File: src/rtl/tx_data_buffer.sv
// tx_data_buffer: DEPTH x 8-bit FIFO feeding usb_transmitter.
//
// Host logic pushes payload bytes with store_tx_data/tx_data. The transmitter
// reads the head byte on tx_packet_data and pops it with get_tx_packet_data.
// Occupancy is kept in its own register so full and empty are unambiguous.
//
// Ports:
//   clk, n_rst          - clock, asynchronous active-low reset
//   store_tx_data       - push strobe, tx_data is the byte to push
//   get_tx_packet_data  - pop strobe
//   clear               - synchronous flush, overrides push and pop
//   tx_packet_data      - head byte, 8'h00 when empty
//   buffer_occupancy    - bytes held, 0..DEPTH
//   buffer_full/empty   - decoded from occupancy
//   overflow_err        - sticky rejected-push flag
//   underflow_err       - sticky pop-while-empty flag
//
// Build option: define TX_BUFFER_ERR_FLAGS_EN to build the sticky error
// flags. Without it both flag outputs are tied low and no flag state exists.
module tx_data_buffer #(
  parameter int DEPTH = 64,
  parameter int OCC_W = 7
) (
  input  logic             clk,
  input  logic             n_rst,
  input  logic             store_tx_data,
  input  logic [7:0]       tx_data,
  input  logic             get_tx_packet_data,
  input  logic             clear,
  output logic [7:0]       tx_packet_data,
  output logic [OCC_W-1:0] buffer_occupancy,
  output logic             buffer_full,
  output logic             buffer_empty,
  output logic             overflow_err,
  output logic             underflow_err
);
  localparam int AW = $clog2(DEPTH);

  logic [7:0]       mem_q [DEPTH];
  logic [AW-1:0]    wptr_q, wptr_d;
  logic [AW-1:0]    rptr_q, rptr_d;
  logic [OCC_W-1:0] occ_q, occ_d;
  logic             push_acc, pop_acc;
  logic             is_empty, is_full;

  assign is_empty = (occ_q == '0);
  assign is_full  = (occ_q == OCC_W'(DEPTH));

  // A push into a full buffer is still accepted when a pop frees a slot.
  assign pop_acc  = get_tx_packet_data && !clear && !is_empty;
  assign push_acc = store_tx_data && !clear && (!is_full || pop_acc);

  always_comb begin
    wptr_d = wptr_q;
    rptr_d = rptr_q;
    occ_d  = occ_q;
    if (clear) begin
      wptr_d = '0;
      rptr_d = '0;
      occ_d  = '0;
    end else begin
      if (push_acc) wptr_d = wptr_q + AW'(1);
      if (pop_acc)  rptr_d = rptr_q + AW'(1);
      if (push_acc && !pop_acc)      occ_d = occ_q + OCC_W'(1);
      else if (pop_acc && !push_acc) occ_d = occ_q - OCC_W'(1);
    end
  end

  always_ff @(posedge clk or negedge n_rst) begin
    if (!n_rst) begin
      wptr_q <= '0;
      rptr_q <= '0;
      occ_q  <= '0;
    end else begin
      wptr_q <= wptr_d;
      rptr_q <= rptr_d;
      occ_q  <= occ_d;
    end
  end

  // Storage is deliberately not reset; occupancy alone decides validity.
  always_ff @(posedge clk) begin
    if (push_acc) mem_q[wptr_q] <= tx_data;
  end

  assign tx_packet_data   = is_empty ? 8'h00 : mem_q[rptr_q];
  assign buffer_occupancy = occ_q;
  assign buffer_full      = is_full;
  assign buffer_empty     = is_empty;

`ifdef TX_BUFFER_ERR_FLAGS_EN
  logic ovf_q, ovf_d;
  logic unf_q, unf_d;

  // clear wins over a same-cycle set.
  always_comb begin
    ovf_d = ovf_q;
    unf_d = unf_q;
    if (clear) begin
      ovf_d = 1'b0;
      unf_d = 1'b0;
    end else begin
      if (store_tx_data && !push_acc)   ovf_d = 1'b1;
      if (get_tx_packet_data && is_empty) unf_d = 1'b1;
    end
  end

  always_ff @(posedge clk or negedge n_rst) begin
    if (!n_rst) begin
      ovf_q <= 1'b0;
      unf_q <= 1'b0;
    end else begin
      ovf_q <= ovf_d;
      unf_q <= unf_d;
    end
  end

  assign overflow_err  = ovf_q;
  assign underflow_err = unf_q;
`else
  assign overflow_err  = 1'b0;
  assign underflow_err = 1'b0;
`endif

endmodule

File: config.mk
export PLATFORM = sky130hd
export DESIGN_NAME = tx_data_buffer
export DESIGN_NICKNAME = d
export VERILOG_FILES = /design/src/rtl/tx_data_buffer.sv
export SDC_FILE = /design/constraint.sdc
export NUM_CORES = 1
export LEC_CHECK = 0
export CAP_MARGIN = 0
export CORE_UTILIZATION = 30
export DETAILED_ROUTE_END_ITERATION = 8
export MAX_ROUTING_LAYER = met4
export PLACE_DENSITY = 0.47
export SETUP_SLACK_MARGIN = 0.3
export SKIP_LAST_GASP = 1
export SYNTH_ARGS = -nofsm -noshare
export SYNTH_HDL_FRONTEND = slang
export SYNTH_SLANG_ARGS = --single-unit
export TNS_END_PERCENT = 20
File: constraint.sdc
create_clock -name clk -period 4.1 [get_ports clk]
set_input_delay 0.41 -clock clk [delete_from_list [all_inputs] [get_ports clk]]
set_output_delay 0.41 -clock clk [all_outputs]
set_load 0.01 [all_outputs]
==> impl_metrics.sql, run 1 <==
INSERT INTO impl_metrics (metric_group, metric, value, unit) VALUES
('placement', 'io_buffer_count', '29', ''),
('logic_synthesis', 'synth_cells', '1083', ''),
('final_layout', 'post_route_cells_drive_above_1_share', '24.8', '%'),
('worst_setup_path', 'critPathKind', 'reg2out', ''),
('placement', 'globalplace.congestion', '0.832', ''),
('clock_tree', 'cts.path.max_buffers', '3', ''),
('worst_setup_path', 'crit_required', '3.69', 'ns'),
('timing', 'final.period_utilization', '92.1', '%'),
('logic_synthesis', 'synth_edf_count', '512', ''),
('placement', 'detailed_place.area', '22700', 'sq um'),
('floorplanning', 'std_cell_core_area', '69100', 'sq um'),
('floorplanning', 'initial_core_util', '30.5', '%'),
('final_layout', 'syn2layout_area_growth', '17.8', '%'),
('floorplanning', 'die_h', '267', 'um'),
('clock_tree', 'clock_latency_of_the_later_clocked_register_in_the_worst_skew_pair', '0.64', 'ns'),
('worst_setup_path', 'rr_startpoint', 'buffer_occupancy[2]', ''),
('worst_setup_path', 'timing.reg2reg.worst_path_depth', '12', ''),
('detailed_routing', 'detail_route.iter0.violations', '898', ''),
('logic_synthesis', 'postSynth.asyncResetShare', '3.58', '%'),
('timing', 'fin_tns_setup', '0', 'ns'),
('detailed_routing', 'route.vias.total', '10600', ''),
('power', 'leakagePower', '7.72', 'nW'),
('floorplanning', 'pin_count', '32', ''),
('global_route', 'pin_count_of_the_biggest_net_entering_global_routing', '65', ''),
('detailed_routing', 'number_of_design_rule_violations_left_after_detail_routing', '0', ''),
('worst_setup_path', 'cp.arrival', '3.37', 'ns'),
('clock_tree', 'htree_levels', '2', ''),
('timing', 'max_slew_margin', '24.1', '%'),
('timing', 'fmaxAchievable', '265', 'MHz'),
('clock_tree', 'clk_pin_slew_worst_paths', '0.06', 'ns'),
('final_layout', 'multi_input_area', '5030', 'sq um'),
('logic_synthesis', 'post_synth_fa_ha_maj_area_fraction', '0.570', '%'),
('power', 'power-per-cell-area', '546', 'nW/um^2'),
('global_route', 'grt_first_pass_wirelength', '78400', 'um'),
('final_layout', 'layout.filler_cells', '6432', ''),
('worst_setup_path', 'critical_path.startpoint', 'rptr_q[0]', ''),
('logic_synthesis', 'synth-seq-area-share', '75.2', '%'),
('logic_synthesis', 'post_synth_main_area_contributors', 'sky130_fd_sc_hd__edfxtp_1 73%, sky130_fd_sc_hd__mux4_2 12%, sky130_fd_sc_hd__dfrtp_1 2.3%, sky130_fd_sc_hd__mux2i_1 2.0%, sky130_fd_sc_hd__nor2_1 1.5%', ''),
('status', 'outcome', 'completed', ''),
('worst_setup_path', 'timing.critical_path.fanout_max', '11', ''),
('global_route', 'total_congestion_overflow', '0', ''),
('final_layout', 'antennaDiodeCount', '0', ''),
('clock_tree', 'clock_tree.root_cell', 'sky130_fd_sc_hd__clkbuf_16', ''),
('logic_synthesis', 'ys.flop_type', 'sky130_fd_sc_hd__edfxtp_1', ''),
('timing', 'final_worst_clock_skew', '0.0322', 'ns'),
('logic_synthesis', 'synth_seq_cells', '531', ''),
('logic_synthesis', 'post_synth_instance_area', '21100', 'sq um'),
('final_layout', 'regArea', '15900', 'sq um'),
('clock_tree', 'cts_tree', 'built', ''),
('logic_synthesis', 'yosys-mux-area-fraction', '13.7', '%'),
('clock_tree', 'tritoncts_num_sinks', '531', ''),
('global_route', 'aggregate_global_route_resource_usage', '15.8', '%'),
('global_route', 'initial_antenna_violation_count', '0', ''),
('timing', 'timing.final.max_slew_violations', '0', ''),
('worst_setup_path', 'cp-end-kind', 'output port', ''),
('logic_synthesis', 'post-synth-top-area-cell', 'sky130_fd_sc_hd__edfxtp_1', ''),
('hold_path', 'worst_hold_path.num_cells', '1', ''),
('power', 'vdd_drop_max', '0.000362', 'V'),
('timing', 'finalHoldViolCount', '0', ''),
('floorplanning', 'die_x', '267', 'um'),
('logic_synthesis', 'yosys.cell_types.count', '57', ''),
('timing', 'rsz0062_at_grt', 'yes', ''),
('placement', 'place.detailed.hpwl', '34000', 'um'),
('hold_path', 'holdCritPathClass', 'in2reg', ''),
('logic_synthesis', 'ys.warnings.count', '0', ''),
('logic_synthesis', 'synth_compound_area_share', '3.95', '%'),
('worst_setup_path', 'worst_r2r_endpoint', 'buffer_occupancy[6]', ''),
('detailed_routing', 'pre_repair_dr_iteration_count', '5', ''),
('timing', 'transition_time_at_the_pin_with_the_least_slew_margin', '1.13', 'ns'),
('floorplanning', 'row_count', '96', ''),
('worst_setup_path', 'start_kind', 'flop', '');
==> cell families (layout without fill, tap and decap cells) <==
family | count (synthesis) | after routing
compound gates | 112 | 112
xor+xnor | 10 | 10
fa+ha+maj | 9 | 9
buf+inv | 71 | 208
flops | 531 | 531
mux | 152 | 152
other cells | 1 | 2
simple gates | 197 | 197
==> report_power, final <==
part           internal [mW]  switching (mW)  total [mW]
clock network           2.81            2.18        4.98
registers               6.00          0.0796        6.08
logic                   1.21            1.27        2.48
==> cell type report <==
class	count	share of cell area, %
Inverter	8	0.121
Timing Repair Buffer	92	3.71
Clock inverter	38	1.28
Tap cell	931	4.69
Multi-Input combinational cell	482	20.3
Sequential cell	531	63.9
Clock buffer	70	6.03
==> synth_stat cells, types with 2 or more instances <==
cell and count:
sky130_fd_sc_hd__mux4_2 109, sky130_fd_sc_hd__o21ai_0 12, sky130_fd_sc_hd__and3b_1 2, sky130_fd_sc_hd__buf_6 2
sky130_fd_sc_hd__nor3b_1 5, sky130_fd_sc_hd__a22oi_1 38, sky130_fd_sc_hd__nor4_1 5, sky130_fd_sc_hd__and3_1 3
sky130_fd_sc_hd__xnor2_1 2, sky130_fd_sc_hd__a31oi_1 3, sky130_fd_sc_hd__a22o_1 11, sky130_fd_sc_hd__inv_1 7
sky130_fd_sc_hd__a21oi_1 10, sky130_fd_sc_hd__nor2_1 82, sky130_fd_sc_hd__edfxtp_1 512, sky130_fd_sc_hd__buf_2 23
sky130_fd_sc_hd__mux2i_1 42, sky130_fd_sc_hd__buf_4 3, sky130_fd_sc_hd__and2_1 2, sky130_fd_sc_hd__nand3b_1 5
sky130_fd_sc_hd__nor2b_1 5, sky130_fd_sc_hd__nand4b_2 2, sky130_fd_sc_hd__nand4_1 6, sky130_fd_sc_hd__nor3_1 5
sky130_fd_sc_hd__a21o_1 3, sky130_fd_sc_hd__nand2b_1 7, sky130_fd_sc_hd__ha_1 8, sky130_fd_sc_hd__clkbuf_1 23
sky130_fd_sc_hd__nand2_1 35, sky130_fd_sc_hd__dfrtp_1 19, sky130_fd_sc_hd__o221ai_1 10, sky130_fd_sc_hd__buf_1 12
sky130_fd_sc_hd__o31ai_1 4, sky130_fd_sc_hd__nand3_1 23, sky130_fd_sc_hd__a211oi_1 13, sky130_fd_sc_hd__or3_1 2
sky130_fd_sc_hd__xor2_1 8
==> worst max-delay path: stages, from the launching register on <==
cell and delay (ns):
sky130_fd_sc_hd__dfrtp_4 0.47, sky130_fd_sc_hd__buf_8 0.18, sky130_fd_sc_hd__buf_12 0.17, sky130_fd_sc_hd__buf_4 0.17
sky130_fd_sc_hd__mux4_2 0.49, sky130_fd_sc_hd__a22o_1 0.35, sky130_fd_sc_hd__a211oi_1 0.30, sky130_fd_sc_hd__nor4_2 0.11
sky130_fd_sc_hd__clkdlybuf4s50_1 0.50
==> stage by stage <==
stage,setup WS [ns],power [mW],hold WS (ns),utilization [%],instances
3_3_place_gp,0.608,8.47,0.541,32.8,2030
3_5_place_dp,0.607,8.49,0.560,32.8,2030
4_1_cts,0.236,13.7,0.210,35.8,2150
6_report,0.324,13.5,0.220,35.9,2152
2_1_floorplan,0.521,7.58,0.114,-,1084
5_1_grt,0.214,14.0,0.216,35.9,2152
==> how the worst max path moves through the flow <==
stage	to	slack (ns)	depth (start not counted)
after floorplan	buffer_occupancy[6]	0.52	13
after detailed placement	tx_packet_data[6]	0.61	7
after global placement	tx_packet_data[6]	0.61	7
final	tx_packet_data[3]	0.32	8
after global routing	tx_packet_data[0]	0.21	8
after CTS	tx_packet_data[5]	0.24	9
==> state kept, by name (all words and copies together) (netlist names) <==
name and flops:
buffer_occupancy 7, mem_q 512, rptr_q 6, wptr_q 6
==> routing by layer <==
| metal | share of wire (%) | global-route usage [%] | vias up |
|---|---|---|---|
| met4 | 2.5 | 4.30 | 0 |
| li1 | - | - | 4635 |
| met1 | 45 | 21.2 | 5631 |
| met5 | 0 | - | - |
| met3 | 5.5 | 3.49 | 87 |
| met2 | 47 | 24.0 | 266 |
==> what timing repair did <==
item	4_1_cts	5_1_grt
setup endpoints to repair	8	7
hold buffers	0	0
setup buffers	10	2
gates resized for setup	19	21
pin swaps	1	0
cloned	2	0
Note: power is estimated with default switching activity, not from simulation.
==> run 2: changes to the inputs <==
--- a/config.mk
+++ b/config.mk
@@ -5,9 +5,9 @@
 export SDC_FILE = /design/constraint.sdc
 export NUM_CORES = 1
 export LEC_CHECK = 0
-export CAP_MARGIN = 0
 export CORE_UTILIZATION = 30
 export DETAILED_ROUTE_END_ITERATION = 8
+export HOLD_SLACK_MARGIN = 0.05
 export MAX_ROUTING_LAYER = met4
 export PLACE_DENSITY = 0.47
 export SETUP_SLACK_MARGIN = 0.3
==> results of run 2 <==
No change in the layout: final DEF, timing and power equal those of run 1.
==> run 3: changes to the inputs <==
--- a/config.mk
+++ b/config.mk
@@ -5,6 +5,7 @@
 export SDC_FILE = /design/constraint.sdc
 export NUM_CORES = 1
 export LEC_CHECK = 0
+export CORE_MARGIN = 1
 export CORE_UTILIZATION = 30
 export DETAILED_ROUTE_END_ITERATION = 8
 export HOLD_SLACK_MARGIN = 0.05
==> constraint.sdc (replaced) <==
create_clock -name clk -period 4.32 [get_ports clk]
set_input_delay 0.432 -clock clk [delete_from_list [all_inputs] [get_ports clk]]
set_output_delay 0.432 -clock clk [all_outputs]
set_load 0.01 [all_outputs]
==> run 3 against run 2 <==
Against the previous run:
- hold slack improved by 0.19 ns
- via count rose by 1.1%
- non-clock buffer count rose by 22
- clock-buffer cell count rose by 2
- critical endpoint is now tx_packet_data[7]
==> impl_metrics.sql, run 3 (same netlist as run 1, synthesis figures left out) <==
INSERT INTO impl_metrics (metric_group, metric, value, unit) VALUES
('clock_tree', 'clock_tree.root_cell', 'sky130_fd_sc_hd__clkbuf_16', ''),
('detailed_routing', 'detail_route.wirelength', '53700', 'um'),
('floorplanning', 'pin_count', '32', ''),
('worst_setup_path', 'cp_slowest_cell', 'sky130_fd_sc_hd__dfrtp_4', ''),
('global_route', 'initial_antenna_violation_count', '1', ''),
('clock_tree', 'htree_levels', '2', ''),
('final_layout', 'post_route_cells_drive_above_1_share', '23.8', '%'),
('final_layout', 'layout.core_utilization', '35.8', '%'),
('worst_setup_path', 'crit_chain', 'buf_16 > buf_4 > mux4_2 > a22oi_1 > nand2_1 > a21oi_1 > a211oi_1 > buf_4 > clkdlybuf4s50_1', ''),
('floorplanning', 'std_cell_core_area', '69100', 'sq um'),
('placement', 'instance_count_after_placement_with_tap_cells_included', '2059', ''),
('final_layout', 'most_frequent_standard_cell_in_the_layout_excluding_fill_and_tap_cells', 'sky130_fd_sc_hd__edfxtp_1', ''),
('timing', 'transition_time_at_the_pin_with_the_least_slew_margin', '1.17', 'ns'),
('worst_setup_path', 'timing.critical_path.fanout_max', '40', ''),
('floorplanning', 'die-area', '71300', 'sq um'),
('detailed_routing', 'detail-route-antenna-nets', '0', ''),
('worst_setup_path', 'crit_required', '3.89', 'ns'),
('timing', 'setup_viol_count_final', '0', ''),
('clock_tree', 'cts_tree', 'built', ''),
('floorplanning', 'die_h', '267', 'um'),
('clock_tree', 'number_of_buffers_added_to_fix_hold_violations_after_cts', '0', ''),
('hold_path', 'holdCritPathClass', 'in2async', ''),
('detailed_routing', 'detail_route.vias_per_cell', '4.94', ''),
('status', 'outcome', 'completed', ''),
('worst_setup_path', 'cp.arrival', '3.63', 'ns'),
('global_route', 'aggregate_global_route_resource_usage', '15.8', '%'),
('power', 'vdd_drop_max', '0.000259', 'V'),
('final_layout', 'final_cells', '2174', ''),
('detailed_routing', 'number_of_design_rule_violations_left_after_detail_routing', '0', ''),
('detailed_routing', 'route.vias.total', '10700', ''),
('global_route', 'total_congestion_overflow', '0', ''),
('timing', 'final.period_utilization', '94.0', '%'),
('timing', 'final_worst_clock_skew', '0.0122', 'ns'),
('clock_tree', 'clk_pin_slew_worst_paths', '0.06', 'ns'),
('placement', 'io_buffer_count', '29', ''),
('worst_setup_path', 'crit_family', 'buffers and inverters', ''),
('placement', 'globalplace.congestion', '0.797', ''),
('power', 'power-per-cell-area', '505', 'nW/um^2'),
('worst_setup_path', 'path_common_cell', 'sky130_fd_sc_hd__buf_4', ''),
('worst_setup_path', 'critPathKind', 'reg2out', ''),
('clock_tree', 'cts-buffers-inserted', '58', ''),
('timing', 'tmin_final', '4.06', 'ns'),
('clock_tree', 'cts.path.max_buffers', '3', ''),
('floorplanning', 'row_count', '96', ''),
('floorplanning', 'die_x', '267', 'um'),
('timing', 'fin_tns_setup', '0', 'ns'),
('detailed_routing', 'detail_route.iter0.violations', '874', ''),
('job', 'max-cap-violations', '0', ''),
('placement', 'place.detailed.hpwl', '33400', 'um'),
('clock_tree', 'clock_latency_of_the_later_clocked_register_in_the_worst_skew_pair', '0.61', 'ns'),
('clock_tree', 'tritoncts_num_sinks', '531', ''),
('final_layout', 'largest_register_ff_count', '512', ''),
('floorplanning', 'initial_core_util', '30.5', '%'),
('timing', 'finalHoldViolCount', '0', ''),
('global_route', 'first_global_vias', '11000', ''),
('detailed_routing', 'routed_wire_length_per_instance', '24.7', 'um'),
('timing', 'whs', '0.414', 'ns'),
('timing', 'fmaxAchievable', '246', 'MHz'),
('timing', 'timing.final.max_slew_violations', '0', ''),
('final_layout', 'syn2layout_area_growth', '17.4', '%'),
('global_route', 'grt_first_pass_wirelength', '78300', 'um'),
('final_layout', 'final_cell_mix', '512 x sky130_fd_sc_hd__edfxtp_1, 109 x sky130_fd_sc_hd__mux4_2, 81 x sky130_fd_sc_hd__nor2_1', ''),
('worst_setup_path', 'path_buf_inv', '4', ''),
('power', 'leakagePower', '7.73', 'nW'),
('final_layout', 'design.final.nets', '1217', ''),
('worst_setup_path', 'cp_slowest_stage_delay', '0.51', 'ns'),
('power', 'finalPower', '12.5', 'mW'),
('detailed_routing', 'pre_repair_dr_iteration_count', '5', ''),
('worst_setup_path', 'start_kind', 'flop', ''),
('global_route', 'pin_count_of_the_biggest_net_entering_global_routing', '65', ''),
('worst_setup_path', 'cp-end-kind', 'output port', ''),
('timing', 'rsz0062_at_grt', 'yes', ''),
('final_layout', 'regMostFlops', 'mem_q', ''),
('timing', 'max_slew_margin', '21.9', '%');
-- run 3: cell types whose count changed in the layout (fill, tap and decap cells not counted), sizes merged, moves of 2 or more --
cell and delta:
bufinv -3, bufbuf -2, diode +3, clkbuf +2, buf +24
-- run 3: metal layers --
metal / up-vias / global-route usage, % / share of wire [%]
met1: 5704 / 21.4 / 46
met2: 268 / 24.6 / 47
met3: 77 / 2.96 / 5.3
li1: 4684 / - / -
met5: - / - / 0
met4: 0 / 4.04 / 1.8
-- run 3: stage by stage --
step	setup slack, ns	area [sq um]
2_1_floorplan	0.741	21100
3_3_place_gp	0.255	22900
3_5_place_dp	0.279	22900
4_1_cts	0.214	24700
5_1_grt	0.138	24700
6_report	0.259	24700
-- run 3: area by class of cell --
cell class	count	area, sq um
Fill cell	6449	44300
Inverter	8	30.0
Multi-Input combinational cell	482	4940
Clock buffer	72	1540
Timing Repair Buffer	114	1020
Sequential cell	531	15900
Antenna cell	3	7.51
Tap cell	931	1160
Clock inverter	33	165
-- run 3: repair_timing --
item	CTS	global route
setup endpoints to repair	8	7
buffers inserted	7	0
pin swaps	0	1
endpoints found under the hold margin	0	0
gates resized for setup	3	7
-- run 3: path summary, 6_finish.rpt --
kind,start,to,slack [ns],cells past startpoint
worst max-delay path,rptr_q[1],tx_packet_data[7],0.26,9
worst min-delay path,n_rst,buffer_occupancy[3],0.41,1
worst max register to register,buffer_occupancy[2],buffer_occupancy[6],0.66,13
worst min register to register,buffer_occupancy[3],buffer_occupancy[3],0.56,2
max in group asynchronous,n_rst,rptr_q[1],3.11,1
min in group clk,tx_data[4],mem_q[50][4],0.45,1
-- run 3: report_power, final --
part / internal (mW) / switching (mW) / total [mW]
combinational: 1.06 / 1.17 / 2.23
sequential: 5.69 / 0.0751 / 5.77
clock: 2.51 / 1.99 / 4.50
total: 9.27 / 3.23 / 12.5
-- run 3: worst reg2reg max path: cells and delay by family, from the launching register on --
kind | cells | cell delay, ns
multiplexers | 1 | 0.19
AO/OA/AOI/OAI | 5 | 0.90
flip-flops | 1 | 0.44
AND/OR/NAND/NOR | 4 | 1.37
buffers and inverters | 2 | 0.24
adder cells (fa/ha/maj) | 1 | 0.39
